`src/rtl/input_vector_loader.sv`:
```
// Ping-pong loader: groups incoming words into WEIGHT_AMOUNT-word vectors and replays each as an
// index/value/enable stream. Optional LOADER_VECTOR_COUNT_EN adds a 16-bit completed-vector counter.
module input_vector_loader #(
  parameter int unsigned DATA_WIDTH    = 32,
  parameter int unsigned WEIGHT_AMOUNT = 4
) (
  input  logic                  clk,
  input  logic                  rst,
  input  logic [DATA_WIDTH-1:0] in_value,
  input  logic                  in_valid,
  output logic                  in_ready,
  output logic [DATA_WIDTH-1:0] output_index,
  output logic [DATA_WIDTH-1:0] output_value,
  output logic                  output_enable,
`ifdef LOADER_VECTOR_COUNT_EN
  output logic [15:0]           vector_count,
`endif
  output logic [DATA_WIDTH:0]   output_result
);

  localparam int unsigned PtrW = (WEIGHT_AMOUNT > 1) ? $clog2(WEIGHT_AMOUNT) : 1;
  localparam logic [PtrW-1:0] LastPtr = PtrW'(WEIGHT_AMOUNT - 1);

  typedef enum logic {StIdle, StStream} state_e;

  logic [DATA_WIDTH-1:0] r_mem [2][WEIGHT_AMOUNT];
  logic [1:0]            r_full;
  logic                  r_fill_bank;
  logic                  r_drain_bank;
  logic [PtrW-1:0]       r_wr_ptr;
  logic [PtrW-1:0]       r_rd_ptr;
  state_e                r_state;
  state_e                w_state_d;
  logic                  w_xfer;
  logic                  w_wr_last;
  logic                  w_emit;
  logic                  w_vec_end;
  logic                  w_other_full;
  logic                  w_enable_d;
  logic [DATA_WIDTH-1:0] w_index_d;
  logic [DATA_WIDTH-1:0] w_value_d;

  assign in_ready      = !rst && !r_full[r_fill_bank];
  assign w_xfer        = in_valid && in_ready;
  assign w_wr_last     = (r_wr_ptr == LastPtr);
  assign w_other_full  = r_full[~r_drain_bank];
  assign output_result = '0;

  // Bank storage is intentionally not reset.
  always_ff @(posedge clk) begin
    if (w_xfer) begin
      r_mem[r_fill_bank][r_wr_ptr] <= in_value;
    end
  end

  always_ff @(posedge clk) begin
    if (rst) begin
      r_wr_ptr    <= '0;
      r_fill_bank <= 1'b0;
    end else if (w_xfer) begin
      if (w_wr_last) begin
        r_wr_ptr    <= '0;
        r_fill_bank <= ~r_fill_bank;
      end else begin
        r_wr_ptr <= r_wr_ptr + 1'b1;
      end
    end
  end

  // Set and clear never target the same bank on one edge.
  always_ff @(posedge clk) begin
    if (rst) begin
      r_full <= 2'b00;
    end else begin
      if (w_xfer && w_wr_last) begin
        r_full[r_fill_bank] <= 1'b1;
      end
      if (w_vec_end) begin
        r_full[r_drain_bank] <= 1'b0;
      end
    end
  end

  // Drain FSM: state register (pointers and registered outputs live here too).
  always_ff @(posedge clk) begin
    if (rst) begin
      r_state       <= StIdle;
      r_rd_ptr      <= '0;
      r_drain_bank  <= 1'b0;
      output_enable <= 1'b0;
      output_index  <= '0;
      output_value  <= '0;
    end else begin
      r_state       <= w_state_d;
      output_enable <= w_enable_d;
      output_index  <= w_index_d;
      output_value  <= w_value_d;
      if (w_vec_end) begin
        r_rd_ptr     <= '0;
        r_drain_bank <= ~r_drain_bank;
      end else if (w_emit) begin
        r_rd_ptr <= r_rd_ptr + 1'b1;
      end
    end
  end

  // Back-to-back vectors stay in StStream only when the other bank was already full.
  always_comb begin
    w_state_d = r_state;
    case (r_state)
      StIdle: begin
        if (w_emit) begin
          w_state_d = (w_vec_end && !w_other_full) ? StIdle : StStream;
        end
      end
      StStream: begin
        if (w_vec_end && !w_other_full) begin
          w_state_d = StIdle;
        end
      end
      default: w_state_d = StIdle;
    endcase
  end

  // rd_ptr is always zero in StIdle, so one read path serves both states.
  always_comb begin
    w_emit     = (r_state == StStream) || r_full[r_drain_bank];
    w_vec_end  = w_emit && (r_rd_ptr == LastPtr);
    w_enable_d = w_emit;
    w_index_d  = '0;
    w_value_d  = '0;
    if (w_emit) begin
      w_index_d = DATA_WIDTH'(r_rd_ptr);
      w_value_d = r_mem[r_drain_bank][r_rd_ptr];
    end
  end

`ifdef LOADER_VECTOR_COUNT_EN
  logic [15:0] r_vector_count;

  always_ff @(posedge clk) begin
    if (rst) begin
      r_vector_count <= '0;
    end else if (w_vec_end) begin
      r_vector_count <= r_vector_count + 16'd1;
    end
  end

  assign vector_count = r_vector_count;
`endif

endmodule

```
`config.mk`:
```
export PLATFORM = sky130hd
export DESIGN_NAME = input_vector_loader
export DESIGN_NICKNAME = d
export VERILOG_FILES = /design/src/rtl/input_vector_loader.sv
export SDC_FILE = /design/constraint.sdc
export NUM_CORES = 1
export LEC_CHECK = 0
export ABC_AREA = 1
export CAP_MARGIN = 10
export CORE_UTILIZATION = 60
export CTS_CLUSTER_SIZE = 40
export DETAILED_ROUTE_END_ITERATION = 10
export DONT_BUFFER_PORTS = 1
export PLACE_DENSITY = 0.87
export SLEW_MARGIN = 20
export SYNTH_ARGS = -nofsm -noshare
export SYNTH_HDL_FRONTEND = slang
export SYNTH_SLANG_ARGS = --single-unit
```
`constraint.sdc`:
```
create_clock -name clk -period 4.7 [get_ports clk]
set_input_delay 0.47 -clock clk [delete_from_list [all_inputs] [get_ports clk]]
set_output_delay 0.47 -clock clk [all_outputs]
set_load 0.01 [all_outputs]
```
# After elaboration in Yosys (flattened, before gate mapping)

Memory sizes are Yosys's and may differ from the RTL's. A register that Yosys moved wholly into a read port is not among the register bits.
Cells that the tools add are included.
W data, S select, Z words.

Shift-type cells: 0
Add/sub/neg operators: 2
Bitwise logic cells: 9
Reduce and logical (&&, ||, !) cells: 15
Equality and inequality tests: 2
Divide/modulo/power cells: 0
Muxes and demuxes: 26
Multiply operators: 0
$lt $le $gt $ge: 8

Operators by type and width:

| operator              | number |
|---|---|
| $mux W128             | 1 |
| $mux W32              | 3 |
| $bmux W32 S2          | 1 |
| $demux W32 S2         | 1 |
| $mux W1               | 13 |
| $logic_and A1 B1 Y1   | 8 |
| $mux W2               | 4 |
| $ge A3 B3 Y1 const B  | 2 |
| $lt A1 B2 Y1 const B  | 3 |
| $not A2 Y3            | 2 |
| $add A2 B1 Y2 const B | 2 |
| $eq A2 B2 Y1 const B  | 2 |
| $not A1 Y1            | 4 |
| $reduce_or A2 Y1      | 2 |
| $logic_not A1 Y1      | 3 |
| $lt A3 B1 Y1 const B  | 1 |
| $and A2 B2 Y2         | 1 |
| $demux W1 S1          | 2 |
| $ge A1 B1 Y1 const B  | 2 |
| $not A2 Y2            | 1 |
| $or A2 B2 Y2          | 1 |
| $pmux W1 S2           | 1 |
| $reduce_and A2 Y1     | 1 |
| $logic_or A1 B1 Y1    | 1 |

Output and inout port bits: 99
RAM bits: 256
Memory bits (read-only): 0
Logic and storage cells: 73
Input bits: 35
Latch bits: 0
Flip-flop bits (word level): 74
Memories: 1

Memories:

| memory | depth | bits a word | read ports | clocked after memory_dff | write ports | RTL line | source |
|---|---|---|---|---|---|---|---|
| r_mem  | 2     | 128         | 1          | 1                        | 1           | 26       | `logic [DATA_WIDTH-1:0] r_mem [2][WEIGHT_AMOUNT];` |

# Logic depth before layout (Yosys ltp)

Gate-level depths: netlist of run 1.

Word-level depth: 10
Depth in mapped cells: 9
Mapped depth without buffers: 7

# Worst setup path before layout of run 1

Ideal clock, no wire load.

Path type: input to register
From: in rst
To: mem r_mem[0][100] in the netlist's numbering (enable)
Cell stages on the path: 3
Slack: 1.235 ns
Arrival: 3.004 ns
Required time: 4.239 ns
Buffers on the path: 0
Setup time: 0.461 ns
Cells stage by stage: inv_2 > nand4_2 > nor3_1

Cells in the longest elaborated chain, start to end: 5

RTL lines:

| item                            | RTL line | source |
|---|---|---|
| start: declaration              | 8        | `input logic rst,` |
| $logic_not A1 Y1                | 43       | `assign in_ready = !rst && !r_full[r_fill_bank];` |
| $logic_and A1 B1 Y1             | 43       |  |
| $logic_and A1 B1 Y1             | 44       | `assign w_xfer = in_valid && in_ready;` |
| $mux W1                         | 51       | `if (w_xfer) begin` |
| $mux W128 (not written as such) | 52       | `r_mem[r_fill_bank][r_wr_ptr] <= in_value;` |
| end: declaration                | 26       |  |

Every way passes these cells.

# Worst setup path in the final report of run 1

From: reg r_fill_bank
To: mem r_mem[1][40] in the netlist's numbering (enable)

Cells in the longest elaborated chain, start to end: 7

RTL lines:

| item                                       | RTL line | source |
|---|---|---|
| start: declaration                         | 28       | `logic r_fill_bank;` |
| start signal: assignment                   | 63       | `r_fill_bank <= ~r_fill_bank;` |
| $mux W1 (not written as such) (2 in a row) | 43       |  |
| $logic_not A1 Y1                           | 43       |  |
| $logic_and A1 B1 Y1                        | 43       |  |
| $logic_and A1 B1 Y1                        | 44       |  |
| $mux W1                                    | 51       |  |
| $mux W128 (not written as such)            | 52       |  |

Several ways; a longest one is shown, not always the timed one. The select of a mux whose other input is x is not followed.

==> results.cfg, run 1 <==
[synthesis]
synth_top_area_cell = edfxtp_1
ys_seq_elements = 301
yosysWarnings = 0
synth_edf_count = 256
ys_async_sr_fraction_pct = 0
synth_commonest_cells = nand2_1 (272), edfxtp_1 (256), nor2_1 (199), inv_1 (78), buf_4 (72)
synth_top_flop_cell = edfxtp_1
synth_area_per_cell_sq_um = 10.9
yosysTopAreaCellShare_pct = 62.6
synth_most_common_cell = nand2_1
ys_types = 24
netlist_area_sq_mm = 0.0123
synth_seq_area_share_pct = 69.9
synthTopCellsByArea = edfxtp_1 (63%), nand2_1 (8.3%), dfxtp_1 (7.3%)
netlist_instances = 1131

[sta]
tns_ps = 0
min_period_ps = 2880
finalCritPeriodShare_pct = 61.4
finalSetupViolCount = 0
finClkSkew_ps = 12.9
grt_setup_unrepaired = false
fmax_mhz = 347
hold_violations = 0
finalMaxSlewViolations = 0
worstMarginPinSlew_ps = 1060
postLayoutSetupSlackWorst_ps = 1820
max-slew-margin-rel_pct = 28.6

[grt]
grt_max_degree = 91
grt_pass1_wl_um = 38600
grt_pass1_vias = 7554
track_usage_pct = 23.5
overflow = 0
antenna_found_initial = 0

[run_status]
status = finished clean

[worst_setup_path]
r2r.worst_path.cells = 5
r2r-start = r_fill_bank
cp-end-kind = register
crit_fanout = 20
crit_required_ps = 4900
reg2reg_to = r_mem[1][40]
cp-start-kind = register
cp_data_arrival_time_ps = 3090
slowest_stage = nor3_2
crit_path_cell_trace = inv_1, nand2_1, nand4_2, nor3_2, buf_4
rrSetupSlack_ps = 1820
criticalPathCategory = register to register
max_stage_delay_ps = 910

[layout]
area_growth_pct = 7.50
multi_input_comb_area_sq_mm = 0.00291
fin_nets = 1162
fill_cells = 1321
design_area_sq_mm = 0.0132
antenna_cells = 0
drive_above_1_share_pct = 6.64
seq_area_sq_mm = 0.00859

[route]
vias = 7803
finalWirelength_um = 25000
wl_per_cell_um = 17.7
drt_iter0_drc = 778
antenna_left = 0
drc = 0
firstDrtPassIters = 5
via_per_inst = 5.54

[floorplan]
initial_core_util_pct = 62.1
dieHeight_um = 145
rows = 51
die_w_um = 145
io_pins = 134
floorplan.die_area_sq_mm = 0.0211
core_area_sq_mm = 0.0198

[hold_path]
hold_depth = 0
holdPathEnd = r_mem[0][84]
worstHoldPathType = primary input to register
hp-start = in_value[20]

[place]
pre_cts_slack_ps = 1870
io_buffer_count = 0
hpwl_um = 13700
dpl_cell_area_sq_mm = 0.0123
gp_congestion = 0.753

[clocking]
clkTransAtPathRegs_ps = 70
clk_latency_ps = 540
clock_path_buffers = 3
htreeDepth = 1
clock_tree.root_cell = clkbuf_16
cts_buffers = 29
clkSinkCount = 301
cts_tree = yes

[run]
cap_violations = 0

[power]
vdd_drop_max_uv = 317
p_leak_nw = 5.07
power_density_mw_per_mm2 = 396
cells by family after synthesis:
group,synth area share [%]
and+or+nand+nor,17.9
DFF,69.9
buffers and inverters,8.70
AOI/OAI and AO/OA,2.98
adders and majority gates,0.509
other,0.0305
worst max path at each step:
stage	startpoint	endpoint	slack, ps	cells after the start
floorplan	rst	r_mem[0][100]	1240	3
global placement	r_fill_bank	r_mem[1][55]	2080	5
detailed placement	r_fill_bank	r_mem[0][124]	1870	5
CTS	r_fill_bank	r_mem[0][124]	1860	5
global route	r_fill_bank	r_mem[1][54]	1580	5
finish	r_fill_bank	r_mem[1][40]	1820	5
cell usage in the layout (no fill, tap or decap), drive strengths merged, types with 5 or more instances in the layout:
cell	count
clkbuf	33
a21oi	8
buf	13
edfxtp	256
inv	83
nand2	273
nor3	6
ha	5
dfxtp	45
nor2	200
clkinv	15
nand3	69
o21ai	64
nand4	5
conb	63
flip-flops by register name (all words and copies together) (netlist names), named ones only:
signal,cells
output_enable,1
output_value,32
r_full,2
r_drain_bank,1
output_index,2
r_fill_bank,1
r_wr_ptr,2
r_mem,256
r_rd_ptr,2
r_state,1
final cells by class:
cell class / instances / share of cell area [%]
multi-input combinational: 694 / 22.0
inverter: 82 / 2.34
clock inverter: 20 / 1.21
sequential: 301 / 65.1
clock buffer: 33 / 5.68
timing repair buffer: 14 / 1.19
tap: 265 / 2.51
worst max-delay path: cells and delay by family, from the launching register on:
kind | cells | cell delay [ps]
flops | 1 | 550
buf+inv | 2 | 660
simple gates | 3 | 1340
power breakdown:
group	internal [mW]	total (mW)	switching (mW)
Combinational	0.0202	0.0889	0.0687
Clock	1.26	2.22	0.963
Sequential	2.92	2.92	0.00632
Total	4.20	5.23	1.04
metrics by stage:
| stage | utilization (%) | std cells | power [mW] | hold slack, ps |
|---|---|---|---|---|
| floorplan | - | 1193 | 3.09 | 456 |
| global placement | 62.1 | 1355 | 3.06 | 476 |
| detailed placement | 62.1 | 1355 | 3.07 | 507 |
| CTS | 66.7 | 1409 | 5.25 | 16.7 |
| global route | 66.8 | 1409 | 5.36 | 6.62 |
| finish | 66.8 | 1409 | 5.23 | 24.1 |
layer usage:
layer	GRT usage [%]	vias to the layer above	wire length, um
met5	0	-	0
met4	9.47	0	706
met3	3.96	68	2260
met2	41.3	439	12800
met1	28.8	3725	9240
li1	-	3571	-
timing repair:
action                    4_1_cts  5_1_grt
hold buffers                    1        0
gates resized for setup         0        0
hold endpoints to repair        2        0
setup buffers                   0        0
Power figures use the tool's default switching activity.
==> inputs of run 2 (changes only) <==
==> constraint.sdc (replaced) <==
create_clock -name clk -period 2.75 [get_ports clk]
set_input_delay 0.275 -clock clk [delete_from_list [all_inputs] [get_ports clk]]
set_output_delay 0.275 -clock clk [all_outputs]
set_load 0.01 [all_outputs]
==> run 2 against run 1 <==
  * Sequential share of layout area is 1.8 points lower
  * Sequential power is 71% higher
  * Clock skew is 0.88 ps higher
  * First-iteration DRC count is 21% higher
  * Final cell count is 2.9% higher
  * Largest power group unchanged
  * Count of clock-buffer cells in the layout is 9 higher
==> results.cfg, run 2 (synthesized netlist as in run 1, its figures left out) <==
[grt]
overflow = 0
track_usage_pct = 24.8
grt_max_degree = 67
grt_pass1_wl_um = 40400
antenna_found_initial = 2
grt_pass1_vias = 7507

[worst_setup_path]
crit_fanout = 39
cp_data_arrival_time_ps = 2640
crit_required_ps = 3180
criticalPathCategory = register to register
cp-start-kind = register
cp-end-kind = register

[route]
met3_length_um = 2740
wirelength_met1_um = 10100
antenna_left = 0
wl_per_cell_um = 18.0
vias = 7938
via_per_inst = 5.47
finalWirelength_um = 26200
drc = 0
firstDrtPassIters = 6
drt_iter0_drc = 941
dr_wl_met2_um = 12600
routed.top_layer = met4

[floorplan]
dieHeight_um = 145
initial_core_util_pct = 62.1
rows = 51
die_w_um = 145
core_area_sq_mm = 0.0198
floorplan.die_area_sq_mm = 0.0211
io_pins = 134

[layout]
seq_area_sq_mm = 0.00859
area_growth_pct = 10.5
top_register = r_mem
drive_above_1_share_pct = 6.68
fin_cells = 1450
fin_nets = 1202
largest_reg_flops = 256
fill_cells = 1306
reg.largest.list = r_mem x256, output_value x32
final_common_cell = nand2_1
design_area_sq_mm = 0.0136
fin_util_pct = 68.7
multi_input_comb_area_sq_mm = 0.00289
final_cell_mix = nand2_1 (272), edfxtp_1 (256), nor2_1 (199), inv_1 (77), nand3_1 (68)

[clocking]
clk_latency_ps = 550
clkTransAtPathRegs_ps = 60
cts_buffers = 29
clock_tree.root_cell = clkbuf_16
cts_tree = yes
clkSinkCount = 301
postCtsSetupRepairBufs = 0
htreeDepth = 1
clock_path_buffers = 3

[run_status]
status = finished clean

[sta]
finClkSkew_ps = 13.7
worstMarginPinSlew_ps = 835
postLayoutSetupSlackWorst_ps = 549
grt_setup_unrepaired = false
finalCritPeriodShare_pct = 80.0
hold_violations = 0
max-slew-margin-rel_pct = 44.3
min_period_ps = 2200
finalMaxSlewViolations = 0
fmax_mhz = 454
finalSetupViolCount = 0

[place]
dpl_cell_area_sq_mm = 0.0123
pre_cts_slack_ps = 680
gp_congestion = 0.755
hpwl_um = 14600
io_buffer_count = 0
dp_cells = 1361

[power]
finalPower_mw = 9.10
vdd_drop_max_uv = 602
p_leak_nw = 5.25
power_density_mw_per_mm2 = 670

[hold_path]
hp-start = in_valid
worstHoldPathType = primary input to register

[run]
cap_violations = 0
## run 2: cell count changes in the layout (fill, tap and decap cells not counted), moves of 3 or more
cell | before | now
buf_4 | 9 | 16
clkbuf_1 | 3 | 9
clkbuf_8 | 1 | 4
clkinv_1 | 5 | 1
dlygate4sd3_1 | 1 | 35
## run 2: report_power, final
group	switching [mW]	total (mW)	leakage, nW	internal (mW)
logic	0.174	0.240	2.12	0.0658
registers	0.0112	5.00	2.68	4.99
clock network	1.64	3.87	0.455	2.23
## run 2: metrics by stage
| step | TNS [ps] | hold WS (ps) |
|---|---|---|
| final | 0 | 179 |
| after global routing | 0 | 197 |
| after CTS | 0 | 159 |
| after detailed placement | 0 | 350 |
| after global placement | 0 | 349 |
| after floorplan | -136470 | 344 |
## run 2: worst max-delay path, stage by stage, from the launching register on
cell      delay, ps
dfxtp_4         530
clkinv_2        500
buf_4           450
o21ai_0         310
nand2_1         110
nor2_1          100
nor2_1           50
## run 2: routing by layer
metal	GRT usage [%]	vias to the layer above
met5	0	-
met4	9.63	0
met3	4.87	70
met2	40.2	522
met1	33.4	3693
li1	-	3653
## run 2: what timing repair did
action	CTS	global route
hold buffers	35	0
resized for setup	0	0
endpoints found under the hold margin	268	0
## run 2: layout make-up
cell class | count | area share (%)
clock buffers | 42 | 6.00
multi-input cells | 694 | 21.3
clock inverters | 10 | 0.755
flip-flops and latches | 301 | 63.3
diodes | 2 | 0.0368
repair buffers | 54 | 3.91
well taps | 265 | 2.44
inverters | 82 | 2.28
## run 2: path summary, 6_finish.rpt
| path | to | slack [ps] | cells after the start |
|---|---|---|---|
| worst min-delay path | r_fill_bank | 180 | 4 |
| worst max-delay path | output_value[27] | 550 | 6 |
| worst max register to register | output_value[27] | 550 | 6 |
| worst min register to register | r_full[1] | 510 | 2 |
